### src/rtl/acc_bank.sv
// Bank of DEPTH accumulators with load/add/clear, per-entry zero/overflow flags,
// and a one-deep registered valid/ready dump buffer towards the register file.
module acc_bank #(
    parameter int WIDTH  = 8,
    parameter int ADDR_W = 2,
    parameter bit SAT    = 1'b0
) (
    input  logic              clk,
    input  logic              reset,
    input  logic [1:0]        op,
    input  logic [1:0]        src_sel,
    input  logic [ADDR_W-1:0] wr_addr,
    input  logic [WIDTH-1:0]  in_imm,
    input  logic [WIDTH-1:0]  in_reg,
    input  logic [WIDTH-1:0]  in_alu,
    input  logic [ADDR_W-1:0] rd_addr,
    output logic [WIDTH-1:0]  out_alu,
    input  logic              dump_req,
    input  logic [ADDR_W-1:0] dump_addr,
    output logic              dump_busy,
    output logic [WIDTH-1:0]  out_reg,
    output logic              out_valid,
    input  logic              out_ready,
    output logic              flag_zero,
    output logic              flag_ovf,
    output logic              dump_state
);

    localparam int DEPTH = 2 ** ADDR_W;

    localparam logic [1:0] OP_NOP   = 2'b00;
    localparam logic [1:0] OP_LOAD  = 2'b01;
    localparam logic [1:0] OP_ADD   = 2'b10;
    localparam logic [1:0] OP_CLEAR = 2'b11;

    typedef enum logic {
        DUMP_EMPTY = 1'b0,
        DUMP_FULL  = 1'b1
    } dump_state_t;

    logic [WIDTH-1:0] entry [DEPTH];
    logic [DEPTH-1:0] ovf;
    logic [WIDTH-1:0] opnd;
    logic [WIDTH:0]   sum;
    logic             carry;
    logic [WIDTH-1:0] add_result;

    dump_state_t state_q, state_d;
    logic        load_out;

    always_comb begin
        opnd = '0;
        case (src_sel)
            2'b00:   opnd = in_imm;
            2'b01:   opnd = in_reg;
            2'b10:   opnd = in_alu;
            default: opnd = '0;
        endcase
    end

    always_comb begin
        sum        = {1'b0, entry[wr_addr]} + {1'b0, opnd};
        carry      = sum[WIDTH];
        add_result = sum[WIDTH-1:0];
        if (SAT && carry) begin
            add_result = '1;
        end
    end

    // Only entry wr_addr is touched; its overflow bit is sticky across ADDs.
    always_ff @(posedge clk or negedge reset) begin
        if (!reset) begin
            for (int i = 0; i < DEPTH; i++) begin
                entry[i] <= '0;
            end
            ovf <= '0;
        end else begin
            case (op)
                OP_LOAD: begin
                    entry[wr_addr] <= opnd;
                    ovf[wr_addr]   <= 1'b0;
                end
                OP_ADD: begin
                    entry[wr_addr] <= add_result;
                    ovf[wr_addr]   <= ovf[wr_addr] | carry;
                end
                OP_CLEAR: begin
                    entry[wr_addr] <= '0;
                    ovf[wr_addr]   <= 1'b0;
                end
                default: ;
            endcase
        end
    end

    assign out_alu   = entry[rd_addr];
    assign flag_zero = (entry[rd_addr] == '0);
    assign flag_ovf  = ovf[rd_addr];

    // Handshake: out_reg is offered while out_valid=1 and must not change until a
    // rising edge where out_valid && out_ready; that edge may reload it from dump_req.
    always_comb begin
        state_d  = state_q;
        load_out = 1'b0;
        case (state_q)
            DUMP_EMPTY: begin
                if (dump_req) begin
                    load_out = 1'b1;
                    state_d  = DUMP_FULL;
                end
            end
            DUMP_FULL: begin
                if (out_ready) begin
                    if (dump_req) begin
                        load_out = 1'b1;
                    end else begin
                        state_d = DUMP_EMPTY;
                    end
                end
            end
            default: state_d = DUMP_EMPTY;
        endcase
    end

    always_ff @(posedge clk or negedge reset) begin
        if (!reset) begin
            state_q <= DUMP_EMPTY;
            out_reg <= '0;
        end else begin
            state_q <= state_d;
            if (load_out) begin
                out_reg <= entry[dump_addr];
            end
        end
    end

    assign out_valid  = (state_q == DUMP_FULL);
    assign dump_busy  = (state_q == DUMP_FULL) && !out_ready;
    assign dump_state = state_q;

endmodule

### config.mk
export PLATFORM = sky130hd
export DESIGN_NAME = acc_bank
export DESIGN_NICKNAME = d
export VERILOG_FILES = /design/src/rtl/acc_bank.sv
export SDC_FILE = /design/constraint.sdc
export NUM_CORES = 1
export LEC_CHECK = 0
export CAP_MARGIN = 10
export CELL_PAD_IN_SITES_DETAIL_PLACEMENT = 0
export CELL_PAD_IN_SITES_GLOBAL_PLACEMENT = 1
export CORE_MARGIN = 2
export CORE_UTILIZATION = 32
export DETAILED_ROUTE_END_ITERATION = 12
export PLACE_DENSITY = 0.68
export SETUP_SLACK_MARGIN = 0.4
export SLEW_MARGIN = 20
export SYNTH_ARGS = -nofsm -noshare
export SYNTH_HDL_FRONTEND = slang
export SYNTH_SLANG_ARGS = --single-unit
### constraint.sdc
create_clock -name clk -period 7.96 [get_ports clk]
set_clock_uncertainty 0.2 [all_clocks]
set_input_delay 1.592 -clock clk [delete_from_list [all_inputs] [get_ports clk]]
set_output_delay 1.592 -clock clk [all_outputs]
set_load 0.05 [all_outputs]
Word level (Yosys, flattened, before mapping)
Index checks and enable logic that the tools add are counted.
{ "totals": {"input_bits": 38, "wordCells": 66, "out_inout_bits": 21, "reg_bits": 45} }
{ "classes": {"n_reduce_logical": 9, "magnitude_cmp": 7, "mux": 28, "bitwise": 9, "eq_ne": 5, "n_addsub": 1} }
{ "op_table": {"columns": ["operator", "count"], "rows": [
  ["$pmux W32 S3", 1],
  ["$bwmux W32", 2],
  ["$mux W8", 7],
  ["$bmux W8 S2", 3],
  ["$and A32 B32 Y32", 1],
  ["$not A32 Y32", 1],
  ["$pmux W8 S3", 1],
  ["$demux W8 S2", 1],
  ["$add A8 B8 Y9", 1],
  ["$ge A3 B3 Y1 const B", 3],
  ["$not A2 Y3", 3],
  ["$logic_not A8 Y1", 1],
  ["$pmux W4 S2", 1],
  ["$eq A2 B2 Y1 const B", 3],
  ["$lt A2 B3 Y1 const B", 2],
  ["$mux W1", 6],
  ["$and A4 B4 Y4", 1],
  ["$bmux W1 S2", 2],
  ["$bwmux W4", 1],
  ["$eq A2 B1 Y1 const B", 2],
  ["$not A4 Y4", 1],
  ["$pmux W1 S2", 2],
  ["$logic_and A1 B1 Y1", 3],
  ["$lt A3 B1 Y1 const B", 1],
  ["other kinds (9)", 9]
]} }

Logic depth before layout (Yosys ltp)
Gate-level depths: netlist (run 1).
{ "logic_depth": {"ltp_word": 8, "depth_mapped": 11, "depth_no_buf": 11} }

Least setup slack after synthesis (run 1)
Ideal clock, no wire load.
{ "synth_path": {"path_type": "input to output", "start": "input rd_addr[1]", "end": "output flag_zero", "cell_stages": 4, "t_required_ps": 6168, "path_slack_ps": 2447, "t_arrival_ps": 3721, "n_path_buf": 1, "cell_sequence": "buf_6 mux4_1 or4_1 nor2_1"} }
{ "synth_via": {"elab_chain_cells": 5} }
{ "synth_lines": {"columns": ["item", "line_no", "source"], "rows": [
  ["from (decl)", "16", "input logic [ADDR_W-1:0] rd_addr,"],
  ["$not A2 Y3", null, null],
  ["$bmux W8 S2", null, null],
  ["$mux W8 (2 in series)", null, null],
  ["via out_alu[4]", "17", "output logic [WIDTH-1:0] out_alu,"],
  ["$logic_not A8 Y1", "97", "assign flag_zero = (entry[rd_addr] == '0);"],
  ["to (decl)", "24", "output logic flag_zero,"]
]} }
The timed path passes the listed nets, and every way through them passes these cells. The select of a mux whose other input is x is not followed.

Worst setup path in the final report (run 1)
{ "layout_path": {"start": "input rd_addr[0]", "end": "output flag_zero"} }
{ "layout_via": {"elab_chain_cells": 5} }
{ "layout_lines": {"columns": ["item", "line_no"], "rows": [
  ["$not A2 Y3 (implied by the code)", "97"],
  ["$bmux W8 S2", "97"],
  ["$mux W8 (implied by the code) (2 in series)", "97"],
  ["$logic_not A8 Y1", "97"]
]} }
No other way between the ends. The select of a mux whose other input is x is not followed.

==> reports/metrics.yaml, run 1 <==
synthesis:
  postSynthAreaPerCell_um2: 11.03
  synth_top_cell_by_area: "dfrtp_1"
  yosysUniqueCellTypes: 41
  syn_inst: 264
  yosysWarnings: 0
  ys_seq_area_share_pct: 38.66
  ys_ff_latch: 45
  syn_area_mm2: 0.002913
  synthDominantCellAreaShare_pct: 38.66
  synthTopCellsByArea: "dfrtp_1 (39%), mux4_2 (18%), mux2_2 (4.6%)"
  synth_edf_count: 0
  async_reset_ff_share_pct: 100.0
  ys.flop_type: "dfrtp_1"
  synth_fp_nets: 311
critical_path:
  critPathMostFrequentCell: "clkdlybuf4s50_1"
  critPathMaxStageDelay_ns: 0.83
  cp.arrival_ns: 4.56
  path_class: "input pin to output pin"
  critical_path.max_fanout: 9
  r2r_slack_ns: 4.96
  path_cells: "clkdlybuf4s50_1 -> mux4_2 -> or4_1 -> nor2_1 -> clkdlybuf4s50_1"
  startpoint_type: "input pin"
  cp.required_ns: 6.17
  slowest_stage: "clkdlybuf4s50_1"
  rr_endpoint: "entry[30]"
  reg2reg_depth: 9
  r2r_start: "entry[0]"
  critPathCaptureType: "output pin"
hold_path:
  hold_path_depth: 1
  hold_start: "out_reg[6]"
  min_to: "out_reg[6]"
  holdCritPathClass: "flip-flop to flip-flop"
power:
  ir_drop_mv: 0.07987
  swShare_pct: 37.81
  p_int_mw: 0.5633
  power_mw: 0.9057
  comb_power_share_pct: 44.4
  power_leakage_nw: 1.496
  netSwitchingPower_mw: 0.3424
  powerDensity_mw_per_mm2: 245.9
  clockPowerShare_pct: 19.6
  power_frac_seq_pct: 36.0
sta:
  setup_violations: 0
  rsz0062_at_grt: "false"
  finalMaxSlewViolations: 0
  period_needed_ns: 6.349
  hold_viol_final: 0
  setup_tns_ns: 0
  hold_slack_ns: 0.3105
  slew-limit-headroom_pct: 43.82
  tightest_slew_ns: 0.8371
  clock.fmax_ghz: 0.1575
  fin_crit_sh_pct: 79.76
cells_and_area:
  diodes: 0
  largest_reg_flops: 32
  layout.cells.non_filler: 425
  layout-drive-gt1-share_pct: 15.14
  layout_commonest_cell: "clkdlybuf4s50_1"
  area.growth.synth_to_final_pct: 26.46
  num-nets-final: 363
  final_cell_mix: "clkdlybuf4s50_1 (57), dfrtp_1 (45), nor2_1 (25)"
clock_tree:
  numCtsBuffers: 5
  htreeDepth: 2
  cts_resized: 0
  clock_sinks: 45
  insertion_delay_ns: 0.29
  clockBufferDepth: 2
  post_cts_buffers: 0
  cts.hold.buffers_added: 0
  clk_pin_slew_ns: 0.09
  cts_tree: "built"
  cts-root-buf: "clkbuf_8"
global_routing:
  grt_pass1_wl_um: 12250
  grt.overflow.total: 0
  grt_antenna_before_repair: 0
  grtUsageTotal_pct: 15.75
  grt_pass1_vias: 2336
  grt_max_degree: 46
placed_design:
  port-buffer-count: 58
  hpwl_um: 5665
  place_inst: 417
  gp_congestion: 0.7956
detailed_routing:
  wl_um: 7400
  vias: 2262
  drc_errors: 0
  ant_nets: 0
  vias_per_cell: 5.322
  drt-initial-drc-count: 110
  routedWlPerCell_um: 17.41
  dr.pass1.iters: 4
die:
  design.core.area_mm2: 0.008763
  initial_utilization_pct: 33.24
  die_w_um: 99.41
  die_area_mm2: 0.009881
  rows: 34
  io_pins: 59
  die_height_um: 99.41
run_status:
  status: "complete, no violations"
flow_run:
  drv_cap: 0
[cell families after synthesis]
kind of cell | after synthesis | share of synthesized area [%]
AO/OA/AOI/OAI | 67 | 13.92
multiplexers | 46 | 27.88
flip-flops | 45 | 38.66
adder cells (fa/ha/maj) | 9 | 4.124
AND/OR/NAND/NOR | 72 | 11.30
XOR/XNOR | 1 | 0.3007
buffers and inverters | 24 | 3.823
[metrics by stage]
| stage | area, µm² | setup WS (ns) | util [%] |
|---|---|---|---|
| after global placement | 3565 | 1.589 | 40.68 |
| after floorplan | 2913 | 2.447 | - |
| after global routing | 3684 | 1.523 | 42.03 |
| final | 3684 | 1.611 | 42.03 |
| after CTS | 3681 | 1.572 | 42.00 |
| after detailed placement | 3565 | 1.578 | 40.68 |
[synthesized netlist by cell type, drive strengths merged, types with 7 or more instances]
master and instances:
a21oi 21, clkbuf 10, dfrtp 45, ha 8, inv 8, mux2 12
mux2i 8, mux4 26, nand2 23, nand2b 7, nor2 25, nor2b 7
o21ai 21
[cell type report]
class,instances,area (µm²)
sequential,45,1126
tap,108,135.1
inverter,8,30.03
fill,860,5080
timing repair buffer,61,600.6
clock buffer,7,86.33
clock inverter,1,30.03
multi-input combinational,195,1675
[layer usage]
| layer | track usage [%] | share of wire (%) | wire (µm) |
|---|---|---|---|
| met1 | 21.55 | 47 | 3442 |
| met2 | 27.03 | 50 | 3684 |
| met3 | 2.670 | 3.4 | 255 |
| met4 | 2.213 | 0.23 | 17 |
| met5 | 0 | 0 | 0 |
[worst max path at each step]
stage               startpoint        end  slack [ns]  cells past startpoint
floorplan           rd_addr[1]  flag_zero        2.45                      4
global placement    rd_addr[0]  flag_zero        1.59                      5
detailed placement  rd_addr[0]  flag_zero        1.58                      5
CTS                 rd_addr[0]  flag_zero        1.57                      5
global route        rd_addr[0]  flag_zero        1.52                      5
finish              rd_addr[0]  flag_zero        1.61                      5
[critical path, delay by kind of cell]
kind                   cells  cell delay (ns)
buffers and inverters      2             1.64
and+or+nand+nor            2             0.74
muxes                      1             0.58
[power by group through the flow]
stage               clock network (mW)  registers [mW]  logic, mW
floorplan                            0           0.367      0.236
global route                     0.193           0.336      0.431
global placement                     0           0.329      0.401
CTS                              0.184           0.326      0.406
detailed placement                   0           0.331      0.405
finish                           0.177           0.326      0.402
Note: power is estimated with default switching activity, not from simulation.
==> run 2: changes to the inputs <==
==> constraint.sdc (replaced) <==
create_clock -name clk -period 6 [get_ports clk]
set_clock_uncertainty 0.2 [all_clocks]
set_input_delay 1.2 -clock clk [delete_from_list [all_inputs] [get_ports clk]]
set_output_delay 1.2 -clock clk [all_outputs]
set_load 0.05 [all_outputs]
==> reports/metrics.yaml, run 2 (same netlist as run 1, synthesis figures left out) <==
sta:
  rsz0062_at_grt: "false"  # unchanged
  clock.fmax_ghz: 0.1957
  worst_slack_ns: 0.8895  # was 1.611 ns
  hold_viol_final: 0  # unchanged
  slew-limit-headroom_pct: 44.50  # was 43.82%
  finalMaxSlewViolations: 0  # unchanged
  setup_violations: 0  # unchanged
  setup_tns_ns: 0  # unchanged
  tightest_slew_ns: 0.8270  # was 0.8371 ns
  period_needed_ns: 5.110
  hold_slack_ns: 0.3074  # was 0.3105 ns
  fin_crit_sh_pct: 85.17
cells_and_area:
  layout_commonest_cell: "clkdlybuf4s50_1"  # unchanged
  layout-drive-gt1-share_pct: 15.36  # was 15.14%
  final_cell_mix: "clkdlybuf4s50_1 (56), dfrtp_1 (45), nor2_1 (25)"  # was clkdlybuf4s50_1 (57), dfrtp_1 (45), nor2_1 (25)
  layout.cells.non_filler: 428  # was 425
  area.growth.synth_to_final_pct: 26.03  # was 26.46%
  final-seq-area_mm2: 0.001126  # unchanged
  largest_reg_flops: 32  # unchanged
  multi_input_area_mm2: 0.001675  # unchanged
  num-nets-final: 365  # was 363
  fillerInstances: 857  # was 860
critical_path:
  critPathMaxStageDelay_ns: 0.77  # was 0.83 ns
  startpoint_type: "input pin"  # unchanged
  cp.required_ns: 4.60  # was 6.17 ns
  slowest_stage: "clkdlybuf4s50_1"  # unchanged
  crit_start: "rd_addr[1]"  # was rd_addr[0]
  path_class: "input pin to output pin"  # unchanged
  r2r_slack_ns: 3.02  # was 4.96 ns
  r2r_start: "entry[8]"  # was entry[0]
  path_cells: "clkdlybuf4s50_1 -> mux4_1 -> or4_1 -> nor2_1 -> dlymetal6s2s_1"  # was clkdlybuf4s50_1 -> mux4_2 -> or4_1 -> nor2_1 -> clkdlybuf4s50_1
  cp.arrival_ns: 3.71  # was 4.56 ns
  critPathCaptureType: "output pin"  # unchanged
  critical_path.max_fanout: 9  # unchanged
flow_run:
  drv_cap: 0  # unchanged
power:
  comb_power_share_pct: 46.5  # was 44.4%
  power_frac_seq_pct: 37.4  # was 36.0%
  netSwitchingPower_mw: 0.4626  # was 0.3424 mW
  p_int_mw: 0.6947  # was 0.5633 mW
  powerDensity_mw_per_mm2: 315.2  # was 245.9 mW/mm²
  clockPowerShare_pct: 16.0  # was 19.6%
  swShare_pct: 39.97  # was 37.81%
  power_leakage_nw: 1.504  # was 1.496 nW
  ir_drop_mv: 0.1094  # was 0.07987 mV
global_routing:
  grt.overflow.total: 0  # unchanged
  grtUsageTotal_pct: 16.53  # was 15.75%
  grt_pass1_wl_um: 12630  # was 12,250 µm
  grt_max_degree: 46  # unchanged
  grt_pass1_vias: 2350  # was 2,336
  grt_antenna_before_repair: 1  # was 0
detailed_routing:
  dr.pass1.iters: 4  # unchanged
  routedWlPerCell_um: 17.99  # was 17.41 µm
  wl_um: 7700  # was 7400 µm
  vias_per_cell: 5.306  # was 5.322
  ant_nets: 0  # unchanged
  drc_errors: 0  # unchanged
  vias: 2271  # was 2,262
  drt-initial-drc-count: 89  # was 110
placed_design:
  gp_congestion: 0.7692  # was 0.7956
  place_inst: 419  # was 417
  port-buffer-count: 58  # unchanged
  preCtsSetupSlack_ns: 0.4876  # was 1.578 ns
  hpwl_um: 6007  # was 5665 µm
die:
  die_area_mm2: 0.009881  # unchanged
  design.core.area_mm2: 0.008763  # unchanged
  die_w_um: 99.41  # unchanged
  die_height_um: 99.41  # unchanged
  io_pins: 59  # unchanged
  initial_utilization_pct: 33.24  # unchanged
  rows: 34  # unchanged
clock_tree:
  htreeDepth: 2  # unchanged
  insertion_delay_ns: 0.30  # was 0.29 ns
  clockBufferDepth: 2  # unchanged
  clock_sinks: 45  # unchanged
  cts_tree: "built"  # unchanged
  clk_pin_slew_ns: 0.08  # was 0.09 ns
  numCtsBuffers: 5  # unchanged
  cts-root-buf: "clkbuf_8"  # unchanged
hold_path:
  holdCritPathClass: "flip-flop to flip-flop"  # unchanged
  hold_start: "out_reg[6]"  # unchanged
run_status:
  status: "complete, no violations"  # unchanged
-- run 2: power groups by stage --
stage,Combinational [mW],Clock (mW),Sequential [mW]
2_1_floorplan,0.314,0,0.487
3_3_place_gp,0.536,0,0.438
3_5_place_dp,0.542,0,0.439
4_1_cts,0.544,0.193,0.432
5_1_grt,0.579,0.204,0.446
6_report,0.539,0.186,0.433
-- run 2: worst max-delay path: cells and delay by family --
family	cells	cell delay, ns
buffers and inverters	2	1.20
multiplexers	1	0.65
AND/OR/NAND/NOR	2	0.65
-- run 2: final timing paths --
path,to,cells past startpoint
worst min register to register,out_reg[6],1
worst max register to register,entry[30],9
max in group asynchronous,entry[5],1
min in group asynchronous,entry[31],1
worst min-delay path,out_reg[6],1
worst max-delay path,flag_zero,5
-- run 2: final cells by class --
type | count | area share (%)
Tap cell | 108 | 3.681
Timing Repair Buffer | 63 | 16.84
Clock inverter | 1 | 0.2045
Sequential cell | 45 | 30.67
Antenna cell | 1 | 0.06817
Multi-Input combinational cell | 195 | 45.64
Clock buffer | 7 | 2.079
Inverter | 8 | 0.8180
-- run 2: through the flow --
stage	total power [mW]	area, µm²	utilization (%)
6_report	1.157	3671	41.89
2_1_floorplan	0.8009	2913	-
3_5_place_dp	0.9813	3580	40.85
4_1_cts	1.169	3664	41.80
5_1_grt	1.229	3669	41.86
3_3_place_gp	0.9738	3580	40.85
-- run 2: repair_timing --
action | in CTS | in global routing
setup endpoints to repair | 0 | 1
resized for setup | 0 | 1
hold buffers | 0 | 0
setup buffers | 0 | 0
-- run 2: layer usage --
| layer | vias up | global-route usage [%] | share of wire [%] |
|---|---|---|---|
| li1 | 1098 | - | - |
| met1 | 1126 | 22.96 | 46 |
| met2 | 42 | 27.39 | 49 |
| met3 | 5 | 3.303 | 4.1 |
| met4 | 0 | 2.740 | 0.43 |
| met5 | - | 0 | 0 |
==> run 3: changes to the inputs <==
--- a/config.mk
+++ b/config.mk
@@ -5,13 +5,14 @@
 export SDC_FILE = /design/constraint.sdc
 export NUM_CORES = 1
 export LEC_CHECK = 0
+export ABC_AREA = 1
 export CAP_MARGIN = 10
 export CELL_PAD_IN_SITES_DETAIL_PLACEMENT = 0
 export CELL_PAD_IN_SITES_GLOBAL_PLACEMENT = 1
 export CORE_MARGIN = 2
-export CORE_UTILIZATION = 32
+export CORE_UTILIZATION = 37
 export DETAILED_ROUTE_END_ITERATION = 12
-export PLACE_DENSITY = 0.68
+export PLACE_DENSITY = 0.82
 export SETUP_SLACK_MARGIN = 0.4
 export SLEW_MARGIN = 20
 export SYNTH_ARGS = -nofsm -noshare
==> reports/metrics.yaml, run 3 <==
sta:
  setup_tns_ns: 0  # unchanged
  clock.fmax_ghz: 0.1970  # was 0.1957 GHz
  finalMaxSlewViolations: 0  # unchanged
  rsz0062_at_grt: "false"  # unchanged
  tightest_slew_ns: 0.9706  # was 0.8270 ns
  hold_viol_final: 0  # unchanged
  fin_crit_sh_pct: 84.61  # was 85.17%
  setup_violations: 0  # unchanged
  slew-limit-headroom_pct: 35.06  # was 44.50%
  period_needed_ns: 5.077  # was 5.110 ns
synthesis:
  ys_seq_area_share_pct: 35.70  # was 38.66%
  async_reset_ff_share_pct: 100.0  # unchanged
  ys_ff_latch: 45  # unchanged
  yosysWarnings: 0  # unchanged
  postSynthAreaPerCell_um2: 6.813  # was 11.03 µm²
  synth_top_cell_by_area: "dfrtp_1"  # unchanged
  yosys.cell_count.top_type: "nand2_1"  # was dfrtp_1
  synth_commonest_cells: "nand2_1 (135), inv_1 (63), dfrtp_1 (45), o21ai_0 (40), a21oi_1 (31)"  # was dfrtp_1 (45), nor2_1 (25), mux4_2 (23), nand2_1 (23), a21oi_1 (21)
  syn_area_mm2: 0.003154  # was 0.002913 mm²
  synth_fp_nets: 510  # was 311
  synthDominantCellAreaShare_pct: 35.70  # was 38.66%
  syn_inst: 463  # was 264
  yosysUniqueCellTypes: 35  # was 41
  synth_edf_count: 0  # unchanged
  ys.flop_type: "dfrtp_1"  # unchanged
  synthTopCellsByArea: "dfrtp_1 (36%), nand2_1 (16%), inv_1 (7.5%)"  # was dfrtp_1 (39%), mux4_2 (18%), mux2_2 (4.6%)
flow_run:
  drv_cap: 0  # unchanged
global_routing:
  grtUsageTotal_pct: 22.36  # was 16.53%
  grt.overflow.total: 0  # unchanged
  grt_pass1_vias: 3128  # was 2,350
  grt_max_degree: 46  # unchanged
  grt_antenna_before_repair: 0  # was 1
  grt_pass1_wl_um: 15550  # was 12,630 µm
critical_path:
  cp.arrival_ns: 3.68  # was 3.71 ns
  cp.required_ns: 4.60  # about the same
  critical_path.max_fanout: 12  # was 9
  path_class: "input pin to output pin"  # unchanged
  critPathCaptureType: "output pin"  # unchanged
  reg2reg_depth: 13  # was 9
  startpoint_type: "input pin"  # unchanged
power:
  powerDensity_mw_per_mm2: 271.5  # was 315.2 mW/mm²
  ir_drop_mv: 0.1112  # was 0.1094 mV
  power_mw: 1.060  # was 1.157 mW
  power_leakage_nw: 1.876  # was 1.504 nW
cells_and_area:
  area.growth.synth_to_final_pct: 23.80  # was 26.03%
  fin_area_mm2: 0.003905  # was 0.003671 mm²
  largest_reg_flops: 32  # unchanged
  diodes: 0  # was 1
  layout_commonest_cell: "nand2_1"  # was clkdlybuf4s50_1
  layout-drive-gt1-share_pct: 7.915  # was 15.36%
  layout.cells.non_filler: 623  # was 428
  final_cell_mix: "nand2_1 (135), inv_1 (63), clkdlybuf4s50_1 (57)"  # was clkdlybuf4s50_1 (56), dfrtp_1 (45), nor2_1 (25)
  num-nets-final: 564  # was 365
placed_design:
  gp_congestion: 0.9378  # was 0.7692
  port-buffer-count: 58  # unchanged
  place_inst: 615  # was 419
  hpwl_um: 7594  # was 6007 µm
  post_dp_cell_area_mm2: 0.003802  # was 0.003580 mm²
clock_tree:
  insertion_delay_ns: 0.31  # was 0.30 ns
  cts_tree: "built"  # unchanged
  numCtsBuffers: 5  # unchanged
  htreeDepth: 2  # unchanged
  clockBufferDepth: 2  # unchanged
  cts.hold.buffers_added: 0  # unchanged
  clock_sinks: 45  # unchanged
  post_cts_buffers: 0  # unchanged
  cts-root-buf: "clkbuf_8"  # unchanged
  clk_pin_slew_ns: 0.10  # was 0.08 ns
  cts_resized: 0  # unchanged
die:
  io_pins: 59  # unchanged
  design.core.area_mm2: 0.008258  # was 0.008763 mm²
  die_area_mm2: 0.009279  # was 0.009881 mm²
  die_w_um: 96.33  # was 99.41 µm
  rows: 33  # was 34
  initial_utilization_pct: 38.20  # was 33.24%
  die_height_um: 96.33  # was 99.41 µm
detailed_routing:
  vias_per_cell: 5.271  # was 5.306
  wl_um: 9666  # was 7700 µm
  drt-initial-drc-count: 213  # was 89
  routedWlPerCell_um: 15.52  # was 17.99 µm
  vias: 3284  # was 2,271
  drc_errors: 0  # unchanged
  ant_nets: 0  # unchanged
  dr.pass1.iters: 5  # was 4
hold_path:
  hold_path_depth: 2  # was 1
  holdCritPathClass: "flip-flop to flip-flop"  # unchanged
run_status:
  status: "complete, no violations"  # unchanged
==> run 3: cell types whose count changed after synthesis, moves of 8 or more <==
cell     previous run  this run
o21ai_0             3        40
mux4_2             23         0
inv_1               6        63
nand3_1             1        24
a21oi_1            21        31
o22ai_1             0         8
nand2_1            23       135
mux2i_1             8         0
mux2_2             12         0
==> run 3: worst max-delay path, cell delays in order <==
cell and delay [ns]:
clkdlybuf4s50_1 0.73, clkinv_1 0.34, nand2_1 0.13, o211ai_1 0.09, nand2_1 0.14, nand4_1 0.10
nor2_1 0.13, clkdlybuf4s50_1 0.82
==> run 3: cells by family after synthesis <==
| kind of cell | count (synthesis) | synth area share (%) |
|---|---|---|
| compound gates | 117 | 21.42 |
| fa+ha+maj | 9 | 3.808 |
| buf+inv | 86 | 11.03 |
| flops | 45 | 35.70 |
| simple gates | 206 | 28.05 |
==> run 3: metal layers <==
metal	track usage (%)	wire length, µm	vias to the layer above
met2	36.05	4337	127
met4	9.624	358	0
met3	3.681	706	23
met1	29.56	4264	1508
li1	-	-	1626
met5	0	0	-
==> run 3: final cells by class <==
class | instances | area [µm²]
multi-input combinational | 332 | 1683
fill | 857 | 4353
clock buffer | 5 | 68.82
sequential | 45 | 1126
timing repair buffer | 60 | 593.1
clock inverter | 3 | 28.78
tap | 105 | 131.4
inverter | 73 | 274.0
==> run 3: path summary, 6_finish.rpt <==
path                            slack, ns       start        end
worst max-delay path                 0.92  rd_addr[0]  flag_zero
worst min-delay path                 0.30      ovf[2]     ovf[2]
worst max register to register       3.20    entry[8]  entry[28]
worst min register to register       0.30      ovf[2]     ovf[2]
max in group asynchronous            4.53       reset   entry[3]
min in group asynchronous            0.67       reset   entry[1]
==> run 3: power by group <==
group	internal, mW	leakage [nW]	total, mW	switching [mW]
clock	0.0881	0.0511	0.212	0.123
combinational	0.157	1.26	0.444	0.287
sequential	0.359	0.563	0.405	0.0455
total	0.604	1.88	1.06	0.456
==> run 3: per-stage QoR <==
step	worst slack (ns)	utilization [%]	hold slack, ns
2_1_floorplan	1.918	-	0.2491
3_3_place_gp	1.058	46.05	0.2647
3_5_place_dp	0.9729	46.05	0.2702
4_1_cts	0.9616	47.23	0.2957
5_1_grt	0.7871	47.29	0.3236
6_report	0.9234	47.29	0.2995
